===== config.mk =====
export PLATFORM = sky130hd
export DESIGN_NAME = uart_tx_scheduler
export DESIGN_NICKNAME = d
export VERILOG_FILES = /design/src/rtl/uart_tx_scheduler.sv
export SDC_FILE = /design/constraint.sdc
export NUM_CORES = 1
export LEC_CHECK = 0
export ABC_AREA = 1
export BUFFER_PORTS_ARGS = -buffer_cell sky130_fd_sc_hd__buf_4
export CAP_MARGIN = 20
export CORE_MARGIN = 3
export CORE_UTILIZATION = 37
export DETAILED_ROUTE_END_ITERATION = 16
export SETUP_SLACK_MARGIN = 0.3
export SLEW_MARGIN = 20
export SYNTH_ARGS = -nofsm -noshare
export SYNTH_HDL_FRONTEND = slang
export SYNTH_HIERARCHICAL = 1
export SYNTH_SLANG_ARGS = --single-unit

===== constraint.sdc =====
create_clock -name clk -period 2.6 [get_ports clk]
set_input_delay 0.39 -clock clk [delete_from_list [all_inputs] [get_ports clk]]
set_output_delay 0.39 -clock clk [all_outputs]
set_load 0.05 [all_outputs]

===== src/rtl/uart_tx_scheduler.sv =====
// Round-robin scheduler that forwards changed or periodically refreshed bytes from
// four sources into a UART TX FIFO, one write strobe followed by a fixed idle gap.

module uart_tx_src_slot (
    input  logic       clk,
    input  logic       rst,
    input  logic [7:0] data,
    input  logic       capture,
    input  logic       refresh_set,
    output logic       pending
);
    logic [7:0] last_sent;
    logic       refresh_req;

    always_ff @(posedge clk or posedge rst) begin
        if (rst) begin
            last_sent   <= 8'h00;
            refresh_req <= 1'b0;
        end else begin
            if (capture) last_sent <= data;
            // a refresh wrap beats the clear from a same-cycle grant
            if (refresh_set)  refresh_req <= 1'b1;
            else if (capture) refresh_req <= 1'b0;
        end
    end

    assign pending = (data != last_sent) || refresh_req;
endmodule

module uart_tx_scheduler #(
    parameter int REFRESH_CYCLES = 1_000_000,
    parameter int GAP_CYCLES     = 4
) (
    input  logic       clk,
    input  logic       rst,
    input  logic [7:0] data_game_state_sel,
    input  logic [7:0] data_gloves_control,
    input  logic [7:0] data_mouse_control,
    input  logic [7:0] data_score_control,
    input  logic       tx_full,
    output logic [7:0] w_data,
    output logic       wr_uart,
    output logic       busy
);
    localparam int NUM_SRC = 4;
    localparam int CNT_W   = $clog2(REFRESH_CYCLES);

    typedef enum logic [1:0] {IDLE = 2'd0, SEND = 2'd1, GAP = 2'd2} state_t;

    state_t                      state, state_nx;
    logic [NUM_SRC-1:0][7:0]     src_data;
    logic [NUM_SRC-1:0]          pending;
    logic [1:0]                  rr_ptr, sel, grant, idx;
    logic                        grant_vld, take;
    logic [7:0]                  gap_cnt;
    logic [CNT_W-1:0]            ref_cnt;
    logic                        ref_wrap;

    assign src_data = {data_score_control, data_mouse_control,
                       data_gloves_control, data_game_state_sel};

    assign ref_wrap = (ref_cnt == CNT_W'(REFRESH_CYCLES - 1));

    always_ff @(posedge clk or posedge rst) begin
        if (rst)           ref_cnt <= '0;
        else if (ref_wrap) ref_cnt <= '0;
        else               ref_cnt <= ref_cnt + CNT_W'(1);
    end

    for (genvar i = 0; i < NUM_SRC; i++) begin : g_src
        uart_tx_src_slot u_slot (
            .clk         (clk),
            .rst         (rst),
            .data        (src_data[i]),
            .capture     (take && (grant == 2'(i))),
            .refresh_set (ref_wrap),
            .pending     (pending[i])
        );
    end

    // scan from the farthest offset down so the nearest pending source at/after rr_ptr wins
    always_comb begin
        grant     = '0;
        grant_vld = 1'b0;
        idx       = '0;
        for (int k = NUM_SRC - 1; k >= 0; k--) begin
            idx = rr_ptr + 2'(k);
            if (pending[idx]) begin
                grant     = idx;
                grant_vld = 1'b1;
            end
        end
    end

    assign take = (state == IDLE) && grant_vld && !tx_full;

    always_comb begin
        state_nx = state;
        case (state)
            IDLE:    if (take) state_nx = SEND;
            SEND:    state_nx = GAP;
            GAP:     if (gap_cnt == 8'(GAP_CYCLES - 1)) state_nx = IDLE;
            default: state_nx = IDLE;
        endcase
    end

    always_ff @(posedge clk or posedge rst) begin
        if (rst) begin
            state   <= IDLE;
            rr_ptr  <= '0;
            sel     <= '0;
            w_data  <= 8'h00;
            gap_cnt <= '0;
        end else begin
            state <= state_nx;
            if (take) begin
                w_data <= src_data[grant];
                sel    <= grant;
            end
            if (state == SEND) begin
                rr_ptr  <= sel + 2'd1;
                gap_cnt <= '0;
            end
            if (state == GAP) gap_cnt <= gap_cnt + 8'd1;
        end
    end

    // strobe is decoded from state so an async reset kills it immediately
    assign wr_uart = (state == SEND);
    assign busy    = (state != IDLE);
endmodule

==> impl_metrics.tcl, run 1 <==
set metrics [dict create \
    layout_min_cycle_time_ns 2.42 \
    insertion_delay_ns 0.34 \
    synthesis.nets 689 \
    ys.warnings.count 6 \
    grtUsageTotal_pct 17.2 \
    firstDrtPassIters 4 \
    synth-seq-cells 78 \
    syn_area_mm2 0.00460 \
    finalSetupViolCount 0 \
    start_util_pct 38.2 \
    drtIter0Drc 239 \
    max-cap-violations 0 \
    clk_pin_slew_ns 0.06 \
    dieHeight_um 118 \
    cpMostUsedCell "nand2_1" \
    final_nets 780 \
    path_cells "inv_1 > nand2_1 > nand2_1 > nand2_1 > nor2_1 > nand3_2 > inv_2 > nand2_2 > nand3_2 > nand2_2 > a21oi_2 > nand2_1 > or2_1 > nand2_2 > inv_2 > nand2_4 > nor2_4 > clkbuf_16 > nand2_1 > o21ai_0" \
    seq_power_share_pct 30.2 \
    wl_per_cell_um 12.7 \
    gp_routability_congestion 0.870 \
    htree_levels 3 \
    peakVddDrop_mv 0.322 \
    p_int_mw 3.47 \
    fmax_mhz 414 \
    finalCritPeriodShare_pct 93.0 \
    status "complete, no violations" \
    worst-path-max-fanout 8 \
    antenna_left 0 \
    arrival_ns 2.64 \
    clock_path_buffers 2 \
    power.density_mw_per_mm2 1040 \
    drv_slew 0 \
    grt_pass1_wl_um 19500 \
    grt-ovfl-total 0 \
    post_synth.cell_area_avg_um2 7.10 \
    synth.distinct_cells 34 \
    port_buffers 44 \
    crit_path_start_kind "register" \
    grt_antenna_before_repair 0 \
    p_clk_share_pct 20.3 \
    max_slew_margin_pct 58.2 \
    wirelength_um 11600 \
    final_util_pct 48.8 \
    ctsHoldBuffers 0 \
    cts_root_buffer "clkbuf_16" \
    grt_pass1_vias 4199 \
    cts_tree "done" \
    tns_ns 0 \
    finClkSkew_ns 0.00794 \
    crit_path_max_incr_delay_ns 0.37 \
    worstPathRequired_ns 2.82 \
    switchingPower_mw 2.64 \
    antennaDiodeCount 0 \
    hp-class "in2async" \
    final.setup.worst_slack_ns 0.183 \
    combPwrFrac_pct 49.5 \
    critPathKind "reg2reg" \
    rsz0062_at_grt "true" \
    place_area_mm2 0.00529 \
    dpl_worst_slack_ns -0.384 \
    grt_max_degree 38 \
    critPathSlowestCell "dfrtp_1" \
    cts_buffers 9 \
    hold_viol_final 0 \
    vias 4293 \
    cts.sinks 78 \
    fp-row-count 40 \
    synth-seq-area-share_pct 42.4 \
    worst-slew-pin-transition_ns 0.619 \
    floorplan.die_area_mm2 0.0138 \
    dp_hpwl_um 8660 \
    io_pins 45 \
    switching_share_pct 43.2 \
    synthToLayoutAreaGrowth_pct 27.9 \
    die_x_um 118 \
    viasPerCell 4.71 \
    drcViolationCount 0 \
    synth_cells 648 \
    core_area_mm2 0.0121 \
    power.static_leakage_nw 3.13 \
    finalInstanceArea_mm2 0.00588 \
    cp-end-kind "register" \
    drive_gt1_share_pct 21.9 \
]
cells by family (layout without fill, tap and decap cells):
family	count (synthesis)	after routing	synth area share, %
flops	78	78	42.4
compound gates	65	65	7.61
simple gates	369	369	34.8
xor+xnor	13	13	2.47
buf+inv	117	213	11.1
fa+ha+maj	6	6	1.63
what timing repair did:
item                       CTS  global route
resized for setup           23            45
pin swaps                    4             7
gates cloned                 0             2
setup buffers                4             6
hold endpoints to repair     0             0
setup endpoints to repair   34            47
layout make-up:
type | count | area (um2)
clock buffer | 11 | 233
clock inverter | 5 | 60.1
fill | 1194 | 6180
inverter | 106 | 400
multi-input combinational | 453 | 2280
sequential | 78 | 1950
tap | 168 | 210
timing repair buffer | 91 | 749
metrics by stage:
stage / hold slack (ns) / power (mW) / cells
after global placement: 0.382 / 4.42 / 884
final: 0.0266 / 6.11 / 912
after CTS: 0.0247 / 5.89 / 904
after floorplan: 0.218 / 3.78 / 648
after detailed placement: 0.389 / 4.49 / 884
after global routing: 0.0511 / 6.60 / 912
placed cells by master, fill, tap and decap left out, drive strengths merged, types with 2 or more instances in the layout:
cell type	count
o21ai	42
nand2	231
o21bai	4
nor3	14
buf	90
nand3	58
nor3b	5
nor2	50
nand4	6
a21oi	16
nor4	2
xnor2	3
ha	6
dfrtp	78
clkbuf	12
xor2	10
inv	106
clkinv	3
registers in the layout (all words and copies together) (netlist names):
signal	flops
g_src.u_slot/refresh_req	4
gap_cnt	8
rr_ptr	2
g_src.u_slot/last_sent	32
w_data	8
state	2
sel	2
ref_cnt	20
worst max-delay path, delay by kind of cell, from the launching register on:
kind,cells,cell delay [ns]
compound gates,2,0.21
buf+inv,4,0.38
flops,1,0.37
simple gates,14,1.32
path summary, 6_finish.rpt:
kind / from / slack, ns / end / cells past startpoint
max reg2reg: g_src[1].u_slot/last_sent[4] / 0.18 / g_src[1].u_slot/last_sent[4] / 20
min reg2reg: ref_cnt[2] / 0.48 / ref_cnt[2] / 1
max: g_src[1].u_slot/last_sent[4] / 0.18 / g_src[1].u_slot/last_sent[4] / 20
max in group asynchronous: rst / 1.81 / ref_cnt[2] / 3
min in group clk: data_gloves_control[2] / 0.29 / g_src[1].u_slot/last_sent[2] / 3
min: rst / 0.03 / w_data[1] / 2
power by group through the flow:
stage	clock [mW]	sequential [mW]	combinational, mW
CTS	1.28	1.84	2.77
global placement	0	1.84	2.58
finish	1.24	1.85	3.03
global route	1.33	1.90	3.38
detailed placement	0	1.86	2.63
floorplan	0	2.00	1.78
cell usage after synthesis (all sizes together):
cell type,number,area [um2]
a21oi,16,83.8
a31oi,1,6.26
buf,11,113
dfrtp,78,1950
ha,6,75.1
inv,106,398
nand2,231,897
nand3,58,323
nand3b,1,7.51
nand4,6,37.5
nor2,50,193
nor3,14,75.1
nor3b,5,42.5
nor4,2,12.5
o21a,1,7.51
o21ai,42,214
o21bai,4,30.0
o41ai,1,8.76
or2,1,6.26
or3,1,6.26
xnor2,3,26.3
xor2,10,87.6
routing by layer:
layer  global-route usage (%)  up-vias  share of wire [%]
met5                        0        -                  0
met4                     6.52        0                1.8
met3                     3.17       15                3.6
met2                     29.6       73                 50
met1                     21.6     2012                 44
li1                         -     2193                  -
(Power assumes the default switching activity.)
==> run 2: changes to the inputs <==
--- a/config.mk
+++ b/config.mk
@@ -6,11 +6,12 @@
 export NUM_CORES = 1
 export LEC_CHECK = 0
 export ABC_AREA = 1
-export BUFFER_PORTS_ARGS = -buffer_cell sky130_fd_sc_hd__buf_4
+export BUFFER_PORTS_ARGS = -buffer_cell sky130_fd_sc_hd__buf_2
 export CAP_MARGIN = 20
 export CORE_MARGIN = 3
 export CORE_UTILIZATION = 37
 export DETAILED_ROUTE_END_ITERATION = 16
+export PLACE_DENSITY = 0.53
 export SETUP_SLACK_MARGIN = 0.3
 export SLEW_MARGIN = 20
 export SYNTH_ARGS = -nofsm -noshare
==> run 2 against run 1 <==
  * Sequential power hardly changed
  * Die area did not move
  * Design area decreased by 0.68%
  * Core utilization shrank 0.33 points
  * Critical path type unchanged
  * Critical endpoint is now g_src[0].u_slot/last_sent[7]
  * Largest cell class unchanged
==> impl_metrics.tcl, run 2 (synthesis gave the netlist of run 1 again) <==
set metrics [dict create \
    wl_per_cell_um 12.7 \
    finalInstanceArea_mm2 0.00584 \
    place_area_mm2 0.00517 \
    layout_min_cycle_time_ns 2.37 \
    largest_reg_flops 32 \
    top_regs "g_src.u_slot/last_sent (32), ref_cnt (20)" \
    p_total_mw 6.18 \
    clk_pin_slew_ns 0.06 \
    fillers 1222 \
    gp_routability_congestion 0.895 \
    viasPerCell 4.65 \
    cts.sinks 78 \
    rsz0062_at_grt "true" \
    largest_register "g_src.u_slot/last_sent" \
    final_common_cell "nand2_1" \
    wirelength_um 11600 \
    peakVddDrop_mv 0.357 \
    arrival_ns 2.60 \
    floorplan.die_area_mm2 0.0138 \
    grtUsageTotal_pct 17.4 \
    drtIter0Drc 240 \
    worst-slew-pin-transition_ns 0.535 \
    final_util_pct 48.5 \
    worst-path-max-fanout 8 \
    finClkSkew_ns 0.00525 \
    insertion_delay_ns 0.33 \
    grt_antenna_before_repair 1 \
    die_x_um 118 \
    drcViolationCount 0 \
    vias 4238 \
    final.setup.worst_slack_ns 0.228 \
    status "complete, no violations" \
    finalCritPeriodShare_pct 91.2 \
    port_buffers 44 \
    drive_gt1_share_pct 23.4 \
    fp-row-count 40 \
    cpMostUsedCell "nand2_2" \
    cts_root_buffer "clkbuf_16" \
    htree_levels 3 \
    critPathSlowestCell "dfrtp_1" \
    dp_hpwl_um 8540 \
    grt_pass1_vias 4197 \
    core_area_mm2 0.0121 \
    power.density_mw_per_mm2 1060 \
    dpl_worst_slack_ns -0.243 \
    hold_viol_final 0 \
    cts_tree "done" \
    antenna_left 0 \
    firstDrtPassIters 6 \
    max-cap-violations 0 \
    clock_path_buffers 2 \
    crit_path_start_kind "register" \
    hp-class "in2async" \
    finalSetupViolCount 0 \
    max_slew_margin_pct 64.3 \
    path_cells "nor2_1 > nor3_2 > nand3_1 > inv_1 > nand2_1 > nand3_2 > nand2_2 > a21oi_2 > nand2_1 > or2_1 > nand2_2 > buf_8 > nor3_4 > buf_6 > buf_16 > nand2_2 > o21ai_2" \
    final_nets 780 \
    grt-ovfl-total 0 \
    cts_buffers 9 \
    path_buf_inv 4 \
    grt_max_degree 43 \
    cp-end-kind "register" \
    critPathKind "reg2reg" \
    start_util_pct 38.2 \
    drv_slew 0 \
    worstPathRequired_ns 2.83 \
    final_cell_mix "206 x nand2_1, 94 x inv_1, 78 x dfrtp_1" \
    fmax_mhz 422 \
    io_pins 45 \
    antennaDiodeCount 0 \
    grt_pass1_wl_um 19700 \
    crit_family "simple AND/OR/NAND/NOR gates" \
    crit_path_max_incr_delay_ns 0.41 \
    power.static_leakage_nw 3.10 \
    dieHeight_um 118 \
    synthToLayoutAreaGrowth_pct 27.0 \
]
## run 2: per-layer routing
layer	wire (um)	global-route usage [%]	up-vias
li1	-	-	2200
met1	5250	21.6	1953
met2	5740	29.9	71
met3	451	4.90	12
met4	159	4.47	2
met5	8	0	-
## run 2: area by class of cell
class,instances,area [um2],area share (%)
inverters,106,398,6.81
flip-flops and latches,78,1950,33.4
clock inverters,1,5.00,0.0856
well taps,168,210,3.60
clock buffers,15,258,4.41
multi-input cells,454,2370,40.6
repair buffers,90,649,11.1
## run 2: worst register-to-register path: cells and delay by family (launching register included)
family | cells | cell delay (ns)
DFF | 1 | 0.41
and+or+nand+nor | 11 | 1.25
AOI/OAI and AO/OA | 2 | 0.18
buffers and inverters | 4 | 0.44
## run 2: path summary, 6_finish.rpt
path / slack, ns / cells past startpoint / endpoint / start
min in group clk: 0.31 / 3 / g_src[3].u_slot/last_sent[6] / data_score_control[6]
worst max-delay path: 0.23 / 17 / g_src[0].u_slot/last_sent[7] / g_src[0].u_slot/last_sent[1]
max in group asynchronous: 1.97 / 3 / gap_cnt[0] / rst
worst max register to register: 0.23 / 17 / g_src[0].u_slot/last_sent[7] / g_src[0].u_slot/last_sent[1]
worst min-delay path: 0.09 / 2 / g_src[3].u_slot/last_sent[2] / rst
worst min register to register: 0.48 / 2 / w_data[0] / w_data[0]
## run 2: where the power goes
part	internal, mW	total, mW	leakage, nW	switching (mW)
clock	0.672	1.13	0.128	0.455
sequential	1.61	1.84	0.986	0.233
combinational	1.20	3.21	1.98	2.01
total	3.48	6.18	3.10	2.69
## run 2: repair_timing
action                     4_1_cts  5_1_grt
setup endpoints to repair       43       48
hold buffers                     0        0
hold endpoints to repair         0        0
setup buffers                    7        5
cloned                           1        2
resized for setup               28       56
pin swaps                        2       17
## run 2: through the flow
step / hold slack (ns) / setup TNS (ns) / cells
final: 0.0879 / 0 / 912
after global routing: 0.0994 / 0 / 912
after CTS: 0.0896 / 0 / 905
after detailed placement: 0.455 / -3.84 / 881
after global placement: 0.459 / -3.23 / 881
after floorplan: 0.218 / 0 / 648
==> run 3: changes to the inputs <==
--- a/config.mk
+++ b/config.mk
@@ -11,10 +11,11 @@
 export CORE_MARGIN = 3
 export CORE_UTILIZATION = 37
 export DETAILED_ROUTE_END_ITERATION = 16
-export PLACE_DENSITY = 0.53
+export PLACE_DENSITY = 0.55
 export SETUP_SLACK_MARGIN = 0.3
 export SLEW_MARGIN = 20
 export SYNTH_ARGS = -nofsm -noshare
 export SYNTH_HDL_FRONTEND = slang
 export SYNTH_HIERARCHICAL = 1
 export SYNTH_SLANG_ARGS = --single-unit
+export TNS_END_PERCENT = 5
==> constraint.sdc (replaced) <==
create_clock -name clk -period 2 [get_ports clk]
set_input_delay 0.3 -clock clk [delete_from_list [all_inputs] [get_ports clk]]
set_output_delay 0.3 -clock clk [all_outputs]
set_load 0.05 [all_outputs]
==> run 3 against run 2 <==
  * The run now ends with negative setup slack left
  * Sequential cell count stayed put
  * Sequential share of layout area is 1.4 points lower
  * Via count is 1.3% higher
  * Clock-buffer cell count is 5 lower
  * Critical path type unchanged
  * Critical path depth is 2 higher
  * Highest routed layer is now met4
  * Non-clock buffer count is 21 higher
  * Die area stayed put
  * Fmax is 4.8% higher
  * Clock skew hardly changed
  * Critical endpoint is now g_src[3].u_slot/last_sent[1]
==> impl_metrics.tcl, run 3 (synthesis gave the netlist of run 1 again) <==
set metrics [dict create \
    layout_min_cycle_time_ns 2.26 \
    clock_path_buffers 2 \
    drcViolationCount 0 \
    r2r_start "g_src[3].u_slot/last_sent[6]" \
    wl_per_cell_um 12.9 \
    htree_levels 3 \
    wirelength_um 12000 \
    finalSetupViolCount 48 \
    min-delay-start "data_mouse_control[2]" \
    core_area_mm2 0.0121 \
    die_x_um 118 \
    final_cell_mix "205 x nand2_1, 95 x inv_1, 78 x dfrtp_1" \
    cts_root_buffer "clkbuf_16" \
    power.static_leakage_nw 3.20 \
    worst-slew-pin-transition_ns 0.605 \
    max_slew_margin_pct 59.1 \
    p_total_mw 8.14 \
    crit_path_start_kind "register" \
    largest_register "g_src.u_slot/last_sent" \
    hold-path-cell-count 3 \
    drive_gt1_share_pct 26.6 \
    finClkSkew_ns 0.00528 \
    violations "negative setup slack" \
    cts_tree "done" \
    arrival_ns 2.48 \
    final_common_cell "nand2_1" \
    worstPathRequired_ns 2.22 \
    cts_buffers 9 \
    gp_routability_congestion 0.837 \
    port_buffers 44 \
    critPathSlowestCell "dfrtp_1" \
    synthToLayoutAreaGrowth_pct 32.4 \
    critPathKind "reg2reg" \
    rsz0062_at_grt "true" \
    dpl_worst_slack_ns -0.437 \
    floorplan.die_area_mm2 0.0138 \
    antenna_left 0 \
    grt_pass1_wl_um 20100 \
    vias 4295 \
    path_cells "inv_1 > nand2_1 > nand2_1 > nand2_1 > nor2_2 > nand3_2 > inv_2 > nand2_2 > nand3_2 > nand2_2 > a21oi_2 > nand2_2 > or2_1 > nand2_4 > inv_4 > nand2_8 > nor2_4 > nor2_1 > a21oi_1" \
    timing.rr.end "g_src[3].u_slot/last_sent[1]" \
    hp-class "in2reg" \
    worst-path-max-fanout 7 \
    insertion_delay_ns 0.34 \
    grt-ovfl-total 0 \
    fmax_mhz 442 \
    rrSetupSlack_ns -0.26 \
    grt_pass1_vias 4311 \
    final_nets 804 \
    whs_ns 0.224 \
    firstDrtPassIters 4 \
    grtUsageTotal_pct 18.0 \
    largest_reg_flops 32 \
    crit_path_max_incr_delay_ns 0.38 \
    antennaDiodeCount 0 \
    drtIter0Drc 242 \
    drv_slew 0 \
    max-cap-violations 0 \
    top_regs "g_src.u_slot/last_sent (32), ref_cnt (20)" \
    r2r_cells 19 \
    hold_viol_final 0 \
    cts.sinks 78 \
    dieHeight_um 118 \
    status "complete, but fails checks" \
    grt_max_degree 29 \
    io_pins 45 \
    path_buf_inv 3 \
    hold_end "g_src[2].u_slot/last_sent[2]" \
    power.density_mw_per_mm2 1340 \
    clk_pin_slew_ns 0.06 \
    finalCritPeriodShare_pct 113 \
    final.setup.worst_slack_ns -0.264 \
    viasPerCell 4.60 \
    crit_family "simple AND/OR/NAND/NOR gates" \
    dp_hpwl_um 8860 \
    peakVddDrop_mv 0.424 \
    start_util_pct 38.2 \
    fp-row-count 40 \
    grt_antenna_before_repair 0 \
    cp-end-kind "register" \
]
run 3: cell count changes in the layout (fill, tap and decap cells not counted), moves of 3 or more:
cell and change:
nor2_1 -3, buf_6 -4, o21ai_1 +15, clkbuf_1 -5, o21ai_0 -9, o21ai_2 -4, inv_2 -3, nor2_4 +8
buf_4 +26, inv_4 +3
run 3: stage by stage:
stage	instance area [um2]	utilization, %	setup TNS (ns)	cells
after global placement	5460	45.2	-13.84	909
after CTS	5930	49.2	-12.36	933
after global routing	6090	50.5	-19.20	934
after detailed placement	5460	45.2	-17.77	909
final	6090	50.5	-9.67	934
after floorplan	4660	-	-3.83	648
run 3: worst min-delay path: cells and delay by family:
| family | cells | cell delay [ns] |
|---|---|---|
| AOI/OAI and AO/OA | 1 | 0.06 |
| buffers and inverters | 1 | 0.12 |
| and+or+nand+nor | 1 | 0.05 |
run 3: repair_timing:
action	4_1_cts	5_1_grt
resized for setup	32	55
hold endpoints to repair	4	0
buffers inserted	5	1
pin swaps	22	30
cloned	4	0
hold buffers	1	0
endpoints found under the setup margin	56	66
run 3: final cells by class:
class / instances / area (um2)
flip-flops and latches: 78 / 1950
inverters: 106 / 405
clock inverters: 4 / 72.6
clock buffers: 10 / 239
multi-input cells: 457 / 2440
well taps: 168 / 210
fillers: 1187 / 5970
repair buffers: 111 / 779
run 3: worst max-delay path by stage:
stage / startpoint / to / slack (ns) / cells after the start
finish: g_src[3].u_slot/last_sent[6] / g_src[3].u_slot/last_sent[1] / -0.26 / 19
global route: g_src[1].u_slot/last_sent[5] / g_src[3].u_slot/last_sent[1] / -0.47 / 19
CTS: g_src[1].u_slot/last_sent[6] / g_src[3].u_slot/last_sent[1] / -0.31 / 19
global placement: data_score_control[6] / g_src[3].u_slot/last_sent[1] / -0.33 / 20
floorplan: g_src[1].u_slot/last_sent[4] / g_src[0].u_slot/last_sent[0] / -0.13 / 19
detailed placement: data_score_control[7] / g_src[3].u_slot/last_sent[1] / -0.44 / 18
run 3: report_power, final:
group	switching, mW	internal, mW
registers	0.309	2.09
logic	2.51	1.47
clock network	0.654	1.11
run 3: routing by layer:
| layer | vias to the layer above | wire length, um | GRT usage (%) |
|---|---|---|---|
| met5 | - | 0 | 0 |
| met4 | 0 | 276 | 8.79 |
| met3 | 17 | 352 | 3.41 |
| met2 | 51 | 6010 | 30.7 |
| met1 | 1971 | 5370 | 21.8 |
| li1 | 2256 | - | - |
